==> src/rtl/iopage_master_if.sv <==
// iopage_master_if
//   Bundles the CPU data-path request/response signals and the I/O-page
//   register bus signals seen by the I/O-page initiator.
//   master : the initiator (iopage_master) view.
//   slave  : the environment view (CPU side driver plus the OR-ed devices).
//   bus_*     : CPU byte address, write data, rd/wr request levels,
//               byte qualifier, read data, ack and NXM pulses.
//   iopage_*  : 13-bit register address, write data, rd/wr strobes,
//               byte qualifier, OR-ed device read data and decode.
interface iopage_master_if;
    logic [15:0] bus_addr;
    logic [15:0] bus_data_in;
    logic        bus_rd;
    logic        bus_wr;
    logic        bus_byte_op;
    logic [15:0] bus_data_out;
    logic        bus_ack;
    logic        bus_nxm;
    logic [12:0] iopage_addr;
    logic [15:0] iopage_data_out;
    logic        iopage_rd;
    logic        iopage_wr;
    logic        iopage_byte_op;
    logic [15:0] iopage_data_in;
    logic        iopage_decode;

    modport master (
        input  bus_addr, bus_data_in, bus_rd, bus_wr, bus_byte_op,
        input  iopage_data_in, iopage_decode,
        output bus_data_out, bus_ack, bus_nxm,
        output iopage_addr, iopage_data_out, iopage_rd, iopage_wr, iopage_byte_op
    );

    modport slave (
        output bus_addr, bus_data_in, bus_rd, bus_wr, bus_byte_op,
        output iopage_data_in, iopage_decode,
        input  bus_data_out, bus_ack, bus_nxm,
        input  iopage_addr, iopage_data_out, iopage_rd, iopage_wr, iopage_byte_op
    );
endinterface

==> src/rtl/iopage_master.sv <==
// iopage_master
//   Initiator side of the I/O-page register bus. Takes one CPU access at a
//   time; if the address lies in the I/O page (addr[15:13]==3'b111) it
//   presents the register address, waits for some device to decode it,
//   issues a single-cycle rd/wr strobe and returns ack + read data to the
//   CPU. If nobody decodes within TIMEOUT+1 DECODE cycles it returns NXM.
// Ports:
//   clk   : system clock
//   reset : synchronous, active-high reset
//   bus   : iopage_master_if.master (CPU request/response + I/O-page bus)
// Parameters:
//   TIMEOUT : DECODE cycles to wait past the first before NXM (1..15)
module iopage_master #(
    parameter int unsigned TIMEOUT = 8
) (
    input  logic             clk,
    input  logic             reset,
    iopage_master_if.master  bus
);

    typedef enum logic [2:0] {
        IDLE,
        DECODE,
        STROBE,
        ACK,
        NXM,
        WAITDROP
    } state_t;

    state_t     state;
    logic [3:0] cnt;
    logic       is_write;

    always_ff @(posedge clk) begin
        if (reset) begin
            state               <= IDLE;
            cnt                 <= '0;
            is_write            <= 1'b0;
            bus.bus_data_out    <= '0;
            bus.bus_ack         <= 1'b0;
            bus.bus_nxm         <= 1'b0;
            bus.iopage_addr     <= '0;
            bus.iopage_data_out <= '0;
            bus.iopage_rd       <= 1'b0;
            bus.iopage_wr       <= 1'b0;
            bus.iopage_byte_op  <= 1'b0;
        end else begin
            // Pulses and strobes are single-cycle; only the state that
            // raises them sets them again.
            bus.bus_ack   <= 1'b0;
            bus.bus_nxm   <= 1'b0;
            bus.iopage_rd <= 1'b0;
            bus.iopage_wr <= 1'b0;

            case (state)
                IDLE: begin
                    cnt <= '0;
                    if ((bus.bus_rd || bus.bus_wr) && bus.bus_addr[15:13] == 3'b111) begin
                        bus.iopage_addr    <= bus.bus_addr[12:0];
                        bus.iopage_byte_op <= bus.bus_byte_op;
                        // Write wins when both request levels are high.
                        is_write           <= bus.bus_wr;
                        if (bus.bus_wr)
                            bus.iopage_data_out <= bus.bus_byte_op
                                ? {bus.bus_data_in[7:0], bus.bus_data_in[7:0]}
                                : bus.bus_data_in;
                        else
                            bus.iopage_data_out <= '0;
                        state <= DECODE;
                    end
                end

                DECODE: begin
                    // A decode in the final waiting cycle still wins over NXM.
                    if (bus.iopage_decode) begin
                        bus.iopage_rd <= ~is_write;
                        bus.iopage_wr <= is_write;
                        state         <= STROBE;
                    end else if (cnt == 4'(TIMEOUT)) begin
                        bus.bus_nxm      <= 1'b1;
                        bus.bus_data_out <= '0;
                        state            <= NXM;
                    end else begin
                        cnt <= cnt + 4'd1;
                    end
                end

                STROBE: begin
                    // Device read data is taken at the end of the strobe cycle;
                    // byte reads are right-justified from the addressed lane.
                    if (!is_write) begin
                        if (bus.iopage_byte_op)
                            bus.bus_data_out <= bus.iopage_addr[0]
                                ? {8'h00, bus.iopage_data_in[15:8]}
                                : {8'h00, bus.iopage_data_in[7:0]};
                        else
                            bus.bus_data_out <= bus.iopage_data_in;
                    end
                    bus.bus_ack <= 1'b1;
                    state       <= ACK;
                end

                ACK:  state <= WAITDROP;
                NXM:  state <= WAITDROP;

                WAITDROP: begin
                    // Request levels stay up until the CPU sees the response;
                    // wait for them to fall so one request is served once.
                    if (!bus.bus_rd && !bus.bus_wr)
                        state <= IDLE;
                end

                default: state <= IDLE;
            endcase
        end
    end

endmodule

==> src/flat_wrapper.sv <==
// flat-port wrapper written by rule: the top's interface ports become plain ports
module iopage_master_flat 
#(
    parameter int unsigned TIMEOUT = 8
)
  (clk, reset, bus_bus_addr, bus_bus_data_in, bus_bus_rd, bus_bus_wr, bus_bus_byte_op, bus_iopage_data_in, bus_iopage_decode, bus_bus_data_out, bus_bus_ack, bus_bus_nxm, bus_iopage_addr, bus_iopage_data_out, bus_iopage_rd, bus_iopage_wr, bus_iopage_byte_op);
  iopage_master_if bus_i ();
  input  logic clk;
  input  logic reset;
  input wire logic [$bits(bus_i.bus_addr)-1:0] bus_bus_addr;
  input wire logic [$bits(bus_i.bus_data_in)-1:0] bus_bus_data_in;
  input wire logic [$bits(bus_i.bus_rd)-1:0] bus_bus_rd;
  input wire logic [$bits(bus_i.bus_wr)-1:0] bus_bus_wr;
  input wire logic [$bits(bus_i.bus_byte_op)-1:0] bus_bus_byte_op;
  input wire logic [$bits(bus_i.iopage_data_in)-1:0] bus_iopage_data_in;
  input wire logic [$bits(bus_i.iopage_decode)-1:0] bus_iopage_decode;
  output wire logic [$bits(bus_i.bus_data_out)-1:0] bus_bus_data_out;
  output wire logic [$bits(bus_i.bus_ack)-1:0] bus_bus_ack;
  output wire logic [$bits(bus_i.bus_nxm)-1:0] bus_bus_nxm;
  output wire logic [$bits(bus_i.iopage_addr)-1:0] bus_iopage_addr;
  output wire logic [$bits(bus_i.iopage_data_out)-1:0] bus_iopage_data_out;
  output wire logic [$bits(bus_i.iopage_rd)-1:0] bus_iopage_rd;
  output wire logic [$bits(bus_i.iopage_wr)-1:0] bus_iopage_wr;
  output wire logic [$bits(bus_i.iopage_byte_op)-1:0] bus_iopage_byte_op;
  assign bus_i.bus_addr = bus_bus_addr;
  assign bus_i.bus_data_in = bus_bus_data_in;
  assign bus_i.bus_rd = bus_bus_rd;
  assign bus_i.bus_wr = bus_bus_wr;
  assign bus_i.bus_byte_op = bus_bus_byte_op;
  assign bus_i.iopage_data_in = bus_iopage_data_in;
  assign bus_i.iopage_decode = bus_iopage_decode;
  assign bus_bus_data_out = bus_i.bus_data_out;
  assign bus_bus_ack = bus_i.bus_ack;
  assign bus_bus_nxm = bus_i.bus_nxm;
  assign bus_iopage_addr = bus_i.iopage_addr;
  assign bus_iopage_data_out = bus_i.iopage_data_out;
  assign bus_iopage_rd = bus_i.iopage_rd;
  assign bus_iopage_wr = bus_i.iopage_wr;
  assign bus_iopage_byte_op = bus_i.iopage_byte_op;
  iopage_master #(.TIMEOUT(TIMEOUT)) u_core (.clk(clk), .reset(reset), .bus(bus_i));
endmodule
==> config.mk <==
export PLATFORM = sky130hd
export DESIGN_NAME = iopage_master_flat
export DESIGN_NICKNAME = d
export VERILOG_FILES = /design/src/rtl/iopage_master_if.sv /design/src/rtl/iopage_master.sv /design/src/flat_wrapper.sv
export SDC_FILE = /design/constraint.sdc
export NUM_CORES = 1
export LEC_CHECK = 0
export BUFFER_PORTS_ARGS = -buffer_cell sky130_fd_sc_hd__buf_4
export CAP_MARGIN = 20
export CORE_AREA = 8 8 80 82
export DETAILED_ROUTE_END_ITERATION = 10
export DIE_AREA = 0 0 88 90
export PLACE_DENSITY = 0.78
export SLEW_MARGIN = 25
export SYNTH_ARGS = -nofsm -noshare
export SYNTH_HDL_FRONTEND = slang
export SYNTH_SLANG_ARGS = --single-unit
export TNS_END_PERCENT = 1
==> constraint.sdc <==
create_clock -name clk -period 2.1 [get_ports clk]
set_input_delay 0.63 -clock clk [delete_from_list [all_inputs] [get_ports clk]]
set_output_delay 0.63 -clock clk [all_outputs]
set_load 0.005 [all_outputs]
# After elaboration in Yosys (flattened, before gate mapping)
# Cells that the tools add are included.
# word_totals
reg_bits,58
input_bits,54
out_inout_bits,50
elab_cells,62
# classes
add_sub_neg,1
eq_ne,14
muxes,18
n_bitwise,3
reduce_logical,15
# ops
cell,n
$mux W16,6
$pmux W16 S2,1
$pmux W3 S5,1
$mux W3,4
$eq A3 B3 Y1 const B,3
$mux W4,2
$mux W8,1
$pmux W4 S2,1
$eq A3 B2 Y1 const B,2
$ne A2 B1 Y1 const B,3
$ne A2 B2 Y1 const B,3
$reduce_and A3 Y1,2
$reduce_or A3 Y1,2
$add A4 B1 Y4 const B,1
$eq A4 B4 Y1 const B,1
$reduce_and A4 Y1,1
$reduce_bool A2 Y1,2
$eq A3 B1 Y1 const B,1
$logic_not A3 Y1,1
$ne A3 B2 Y1 const B,1
$not A1 Y1,3
$logic_and A1 B1 Y1,2
$logic_not A1 Y1,2
$mux W1,2
3 further kinds,3

# Logic depth before layout (Yosys ltp)
# depth
ltp_word,4
mapped_depth,8

# Least setup slack after synthesis
# No wires, ideal clock.
# synth_path
path_type,in2reg
from,input bus_bus_wr
to,register u_core.bus.iopage_addr[10]
arrival_time_ns,1.659
required_ns,1.968
path_slack_ns,0.309
cell_stages,7
path_buffers,3
path_cell_list,buf_2 > o2111ai_1 > or3_1 > buf_2 > buf_6 > nand2_1 > a21oi_1
# synth_via
elab_chain_cells,3
# synth_rtl
item,line_no,rtl
"start, declared",flat_wrapper.sv:13,input wire logic [$bits(bus_i.bus_wr)-1:0] bus_bus_wr;
$logic_or A1 B1 Y1,iopage_master.sv:58,if ((bus.bus_rd || bus.bus_wr) && bus.bus_addr[15:13] == 3'b111) begin
$logic_and A1 B1 Y1,iopage_master.sv:58,
$reduce_and A2 Y1 (no line),n/a,
"end signal, assigned",iopage_master.sv:59,bus.iopage_addr <= bus.bus_addr[12:0];
"end, declared",iopage_master_if.sv:31,"output iopage_addr, iopage_data_out, iopage_rd, iopage_wr, iopage_byte_op"
# No other way between the ends.
# A chain may end at the register's enable or synchronous reset.

# Final worst setup path
# layout_path
from,register u_core.cnt[1]
to,register u_core.bus.bus_data_out[12]
# layout_via
elab_chain_cells,3
# layout_rtl
item,line_no,rtl
"start, declared",iopage_master.sv:31,logic [3:0] cnt;
"start signal, assigned",iopage_master.sv:84,cnt <= cnt + 4'd1;
$eq A4 B4 Y1,iopage_master.sv:79,end else if (cnt == 4'(TIMEOUT)) begin
$ne A2 B1 Y1 (no line),n/a,
$reduce_and A4 Y1 (no line),n/a,
"end signal, assigned",iopage_master.sv:93,bus.bus_data_out <= bus.iopage_addr[0]
"end signal, assigned",iopage_master.sv:97,bus.bus_data_out <= bus.iopage_data_in;
"end, declared",iopage_master_if.sv:30,"output bus_data_out, bus_ack, bus_nxm,"
# No other way between the ends.

==> run summary <==
The run finished with clean final reports. Setup violations remaining at the end of the flow were counted as 0. Yosys printed 0 warnings. Of the post-synthesis cell area, the dominant cell type holds 49.6%.

Final hold analysis gives a worst-case slack of 0.449 ns. The number of diodes was 0. After routing the design area is 3380 µm². Fraction of layout cells with a size suffix above 1: 38.1%. TritonCTS built the clock tree. At the later pin of the worst-skew pair, clock insertion delay measures 0.33 ns. In this design, the largest share of critical-path delay is due to compound AO/OA/AOI/OAI gates. The logs give 3160 µm² for the placed instance area and 7920 µm² for the die footprint. Each instance of the synthesized netlist takes up on average 9.01 µm². The cell sitting at the root of the clock tree is a sky130_fd_sc_hd__clkbuf_8. Summed over all layers, the routed wires come to 6590 µm. The worst setup path is launched from a flop. The routed design could run at a clock period as short as 1.89 ns. The logs give 529 MHz for the fmax and 0 for the residual antenna-violating net count after detailed routing.

In the finished design, the share of the clock period the worst path needs comes to 90.0%. The leakage power summed over all cells was 1.46 nW. The clock transition at the registers of the reported paths works out to 0.07 ns. The count of input and output buffers was 103. The relative max-transition margin came out at 50.6%.

The die is 88 µm wide. The most used flip-flop cell after synthesis was sky130_fd_sc_hd__dfxtp_1. In this run, synthesis inferred 0 flip-flops with an integrated enable. For the worst-case clock skew, the log shows 0.00438 ns.

Placeable core region: 5240 µm². Entering global routing, the biggest net connects 32 pins. In this run the power density over the cells is 733 nW/µm². The run gives 440 as the filler cell count. The total global-route track usage came out at 16.5%. The path type of the worst min-delay path is reg -> reg. Height of the die: 90 µm.

The average via count per standard cell was 5.11. The run gives 2.48 mW as the overall power consumption. Library cell with the largest summed area after synthesis: sky130_fd_sc_hd__dfxtp_1. Detailed routing inserted a total of 2,233 vias. Before antenna repair, the detailed router went through 4 iterations. For the pin with the worst max-slew slack, the measured transition is 0.742 ns. The biggest cell delay along the critical path was 0.71 ns. Yosys attributes the largest share of cell area to sky130_fd_sc_hd__dfxtp_1, sky130_fd_sc_hd__nand2_1, sky130_fd_sc_hd__a21oi_1, sky130_fd_sc_hd__nand3_1, sky130_fd_sc_hd__mux2_2. The run gives 0 as the final routed DRC violation total.

Clock tree synthesis inserted a total of 9 buffers. The count of buffer and inverter cells on the critical path came out at 1. The clock drives 58 sinks.

The H-tree depth was 3; the final net count was 416. The run gives 64.6% as the final standard cell utilization of the core. After synthesis, the share of flip-flops with an asynchronous set or reset is 0%.

The maximum number of buffers from clock root to sink came out at 2. Counting flops and latches in the post-synthesis netlist gives 58. The tools report the number of design-rule violations left by the first detailed-router iteration as 78. Counting instances in the post-synthesis netlist gives the leading cell types as sky130_fd_sc_hd__dfxtp_1, sky130_fd_sc_hd__nand2_1, sky130_fd_sc_hd__a21oi_1. After floorplanning, the core was divided into 27 placement rows. The tools report the sequential fraction of the synthesis area as 49.6%. The signal on the critical path passes through inv_1 -> ha_1 -> nand2_1 -> nor3_1 -> a311oi_4 -> a22o_1. Via count of the first global-routing pass: 2,275.

The run gives 606 µV as the peak ir drop on the vdd network. The setup path with the least slack is of type reg -> reg. Setup repair after global routing left no endpoint under its margin. The most common cell in the synthesized netlist is sky130_fd_sc_hd__dfxtp_1. In the synthesized netlist, the number of instances is 260. The run gives 0 as the remaining global-route overflow. The run gives 10,500 µm as the first-pass GRT wire length. Cell type of the slowest stage on the worst timing path: sky130_fd_sc_hd__a311oi_4.

Summed over all failing endpoints, the final setup total negative slack is 0 ns. The count of final hold-check violations was 0. The worst setup path is captured at a flop.

The tool flagged a number of max-cap violations equal to 0. The max-slew violation total from the final report was 0; the I/O pin count was 104. At the worst endpoint, the required time is 2.37 ns. The area added between synthesis and finish was 44.4%.

The routed wirelength normalized by instance count was 15.1 µm; the global placement routability congestion was 0.715. The wire-length estimate of the detail-placed layout is 4780 µm. The synthesized netlist occupies a cell area of 2340 µm². When the netlist entered floorplanning its net count stood at 316. The number of distinct standard cells referenced by the synthesized netlist was 36.

For the worst setup path, the data arrival time is 2.16 ns. For the number of antenna violations at the first check in global routing, the log shows 0. The starting utilization of the core area came out at 44.7%.

After clock tree synthesis, the setup repair step added 0 buffers. In this run the worst path has a maximum fanout of 16.
worst register-to-register path: stages, from the launching register on:
cell	delay, ns
sky130_fd_sc_hd__dfxtp_1	0.39
sky130_fd_sc_hd__inv_1	0.08
sky130_fd_sc_hd__ha_1	0.19
sky130_fd_sc_hd__nand2_1	0.11
sky130_fd_sc_hd__nor3_1	0.10
sky130_fd_sc_hd__a311oi_4	0.72
sky130_fd_sc_hd__a22o_1	0.25
power breakdown:
part           switching (mW)  internal, mW  leakage, nW
clock network           0.446         0.643        0.112
logic                   0.113         0.138        0.877
registers              0.0154          1.13        0.469
cell families (layout without fill, tap and decap cells):
kind of cell	Yosys count	in the layout	share of synthesized area [%]
buf+inv	25	130	5.72
compound gates	63	63	17.3
simple gates	96	96	19.1
flops	58	58	49.6
mux	16	16	7.27
fa+ha+maj	2	2	1.07
through the flow:
step / worst slack, ns / cells
2_1_floorplan: 0.309 / 260
3_3_place_gp: 0.0552 / 421
3_5_place_dp: -0.00900 / 421
4_1_cts: 0.201 / 437
5_1_grt: 0.0351 / 437
6_report: 0.211 / 437
registers in the layout, summed over array words and instances, names as in the netlist:
signal	cells
u_core.bus.bus_data_out	16
u_core.bus.iopage_rd	1
u_core.state	3
u_core.bus.bus_ack	1
u_core.is_write	1
u_core.bus.iopage_data_out	16
u_core.bus.bus_nxm	1
u_core.bus.iopage_addr	13
u_core.bus.iopage_wr	1
u_core.cnt	4
u_core.bus.iopage_byte_op	1
final cells by class:
type / instances / area (µm²) / share of cell area (%)
flip-flops and latches: 58 / 1160 / 34.3
multi-input cells: 177 / 1060 / 31.5
repair buffers: 110 / 838 / 24.8
clock buffers: 12 / 165 / 4.88
well taps: 72 / 90.1 / 2.66
clock inverters: 4 / 48.8 / 1.44
inverters: 4 / 15.0 / 0.444
cells in the final DEF (no fill, tap or decap), types with 2 or more instances in the layout:
| master | Yosys | routed |
|---|---|---|
| sky130_fd_sc_hd__a21oi_1 | 36 | 36 |
| sky130_fd_sc_hd__a22o_1 | 8 | 8 |
| sky130_fd_sc_hd__a31oi_1 | 4 | 4 |
| sky130_fd_sc_hd__buf_4 | 0 | 109 |
| sky130_fd_sc_hd__clkbuf_8 | 0 | 12 |
| sky130_fd_sc_hd__clkinv_2 | 0 | 2 |
| sky130_fd_sc_hd__dfxtp_1 | 58 | 58 |
| sky130_fd_sc_hd__ha_1 | 2 | 2 |
| sky130_fd_sc_hd__inv_1 | 3 | 3 |
| sky130_fd_sc_hd__mux2_2 | 8 | 8 |
| sky130_fd_sc_hd__mux2i_1 | 8 | 8 |
| sky130_fd_sc_hd__nand2_1 | 55 | 55 |
| sky130_fd_sc_hd__nand2b_1 | 3 | 3 |
| sky130_fd_sc_hd__nand3_1 | 19 | 19 |
| sky130_fd_sc_hd__nand4_1 | 2 | 2 |
| sky130_fd_sc_hd__nor2_1 | 3 | 3 |
| sky130_fd_sc_hd__nor3_1 | 3 | 3 |
| sky130_fd_sc_hd__o21bai_1 | 2 | 2 |
| sky130_fd_sc_hd__o2bb2ai_1 | 8 | 8 |
| sky130_fd_sc_hd__or3_1 | 2 | 2 |
routing by layer:
layer	routed length (µm)	share of wire [%]	track usage, %	vias to the layer above
met3	706	11	8.37	14
met2	3100	47	26.4	87
met1	2650	40	17.5	1017
li1	-	-	-	1115
met5	0	0	0	-
met4	140	2.1	7.46	0
path summary, 6_finish.rpt:
kind	start	to	slack, ns	cells after the start
setup / recovery	u_core.cnt[1]$_SDFFE_PP0P_	u_core.bus.bus_data_out[12]$_SDFFE_PP0P_	0.21	6
hold / removal	u_core.bus.iopage_data_out[0]$_SDFFE_PP0P_	u_core.bus.iopage_data_out[0]$_SDFFE_PP0P_	0.45	2
hold reg to reg	u_core.bus.iopage_data_out[0]$_SDFFE_PP0P_	u_core.bus.iopage_data_out[0]$_SDFFE_PP0P_	0.45	2
setup reg to reg	u_core.cnt[1]$_SDFFE_PP0P_	u_core.bus.bus_data_out[12]$_SDFFE_PP0P_	0.21	6
timing repair:
item	CTS	global route
hold buffers	0	0
endpoints found under the hold margin	0	0
resized for setup	1	0
endpoints found under the setup margin	8	0
(Power assumes the default switching activity.)
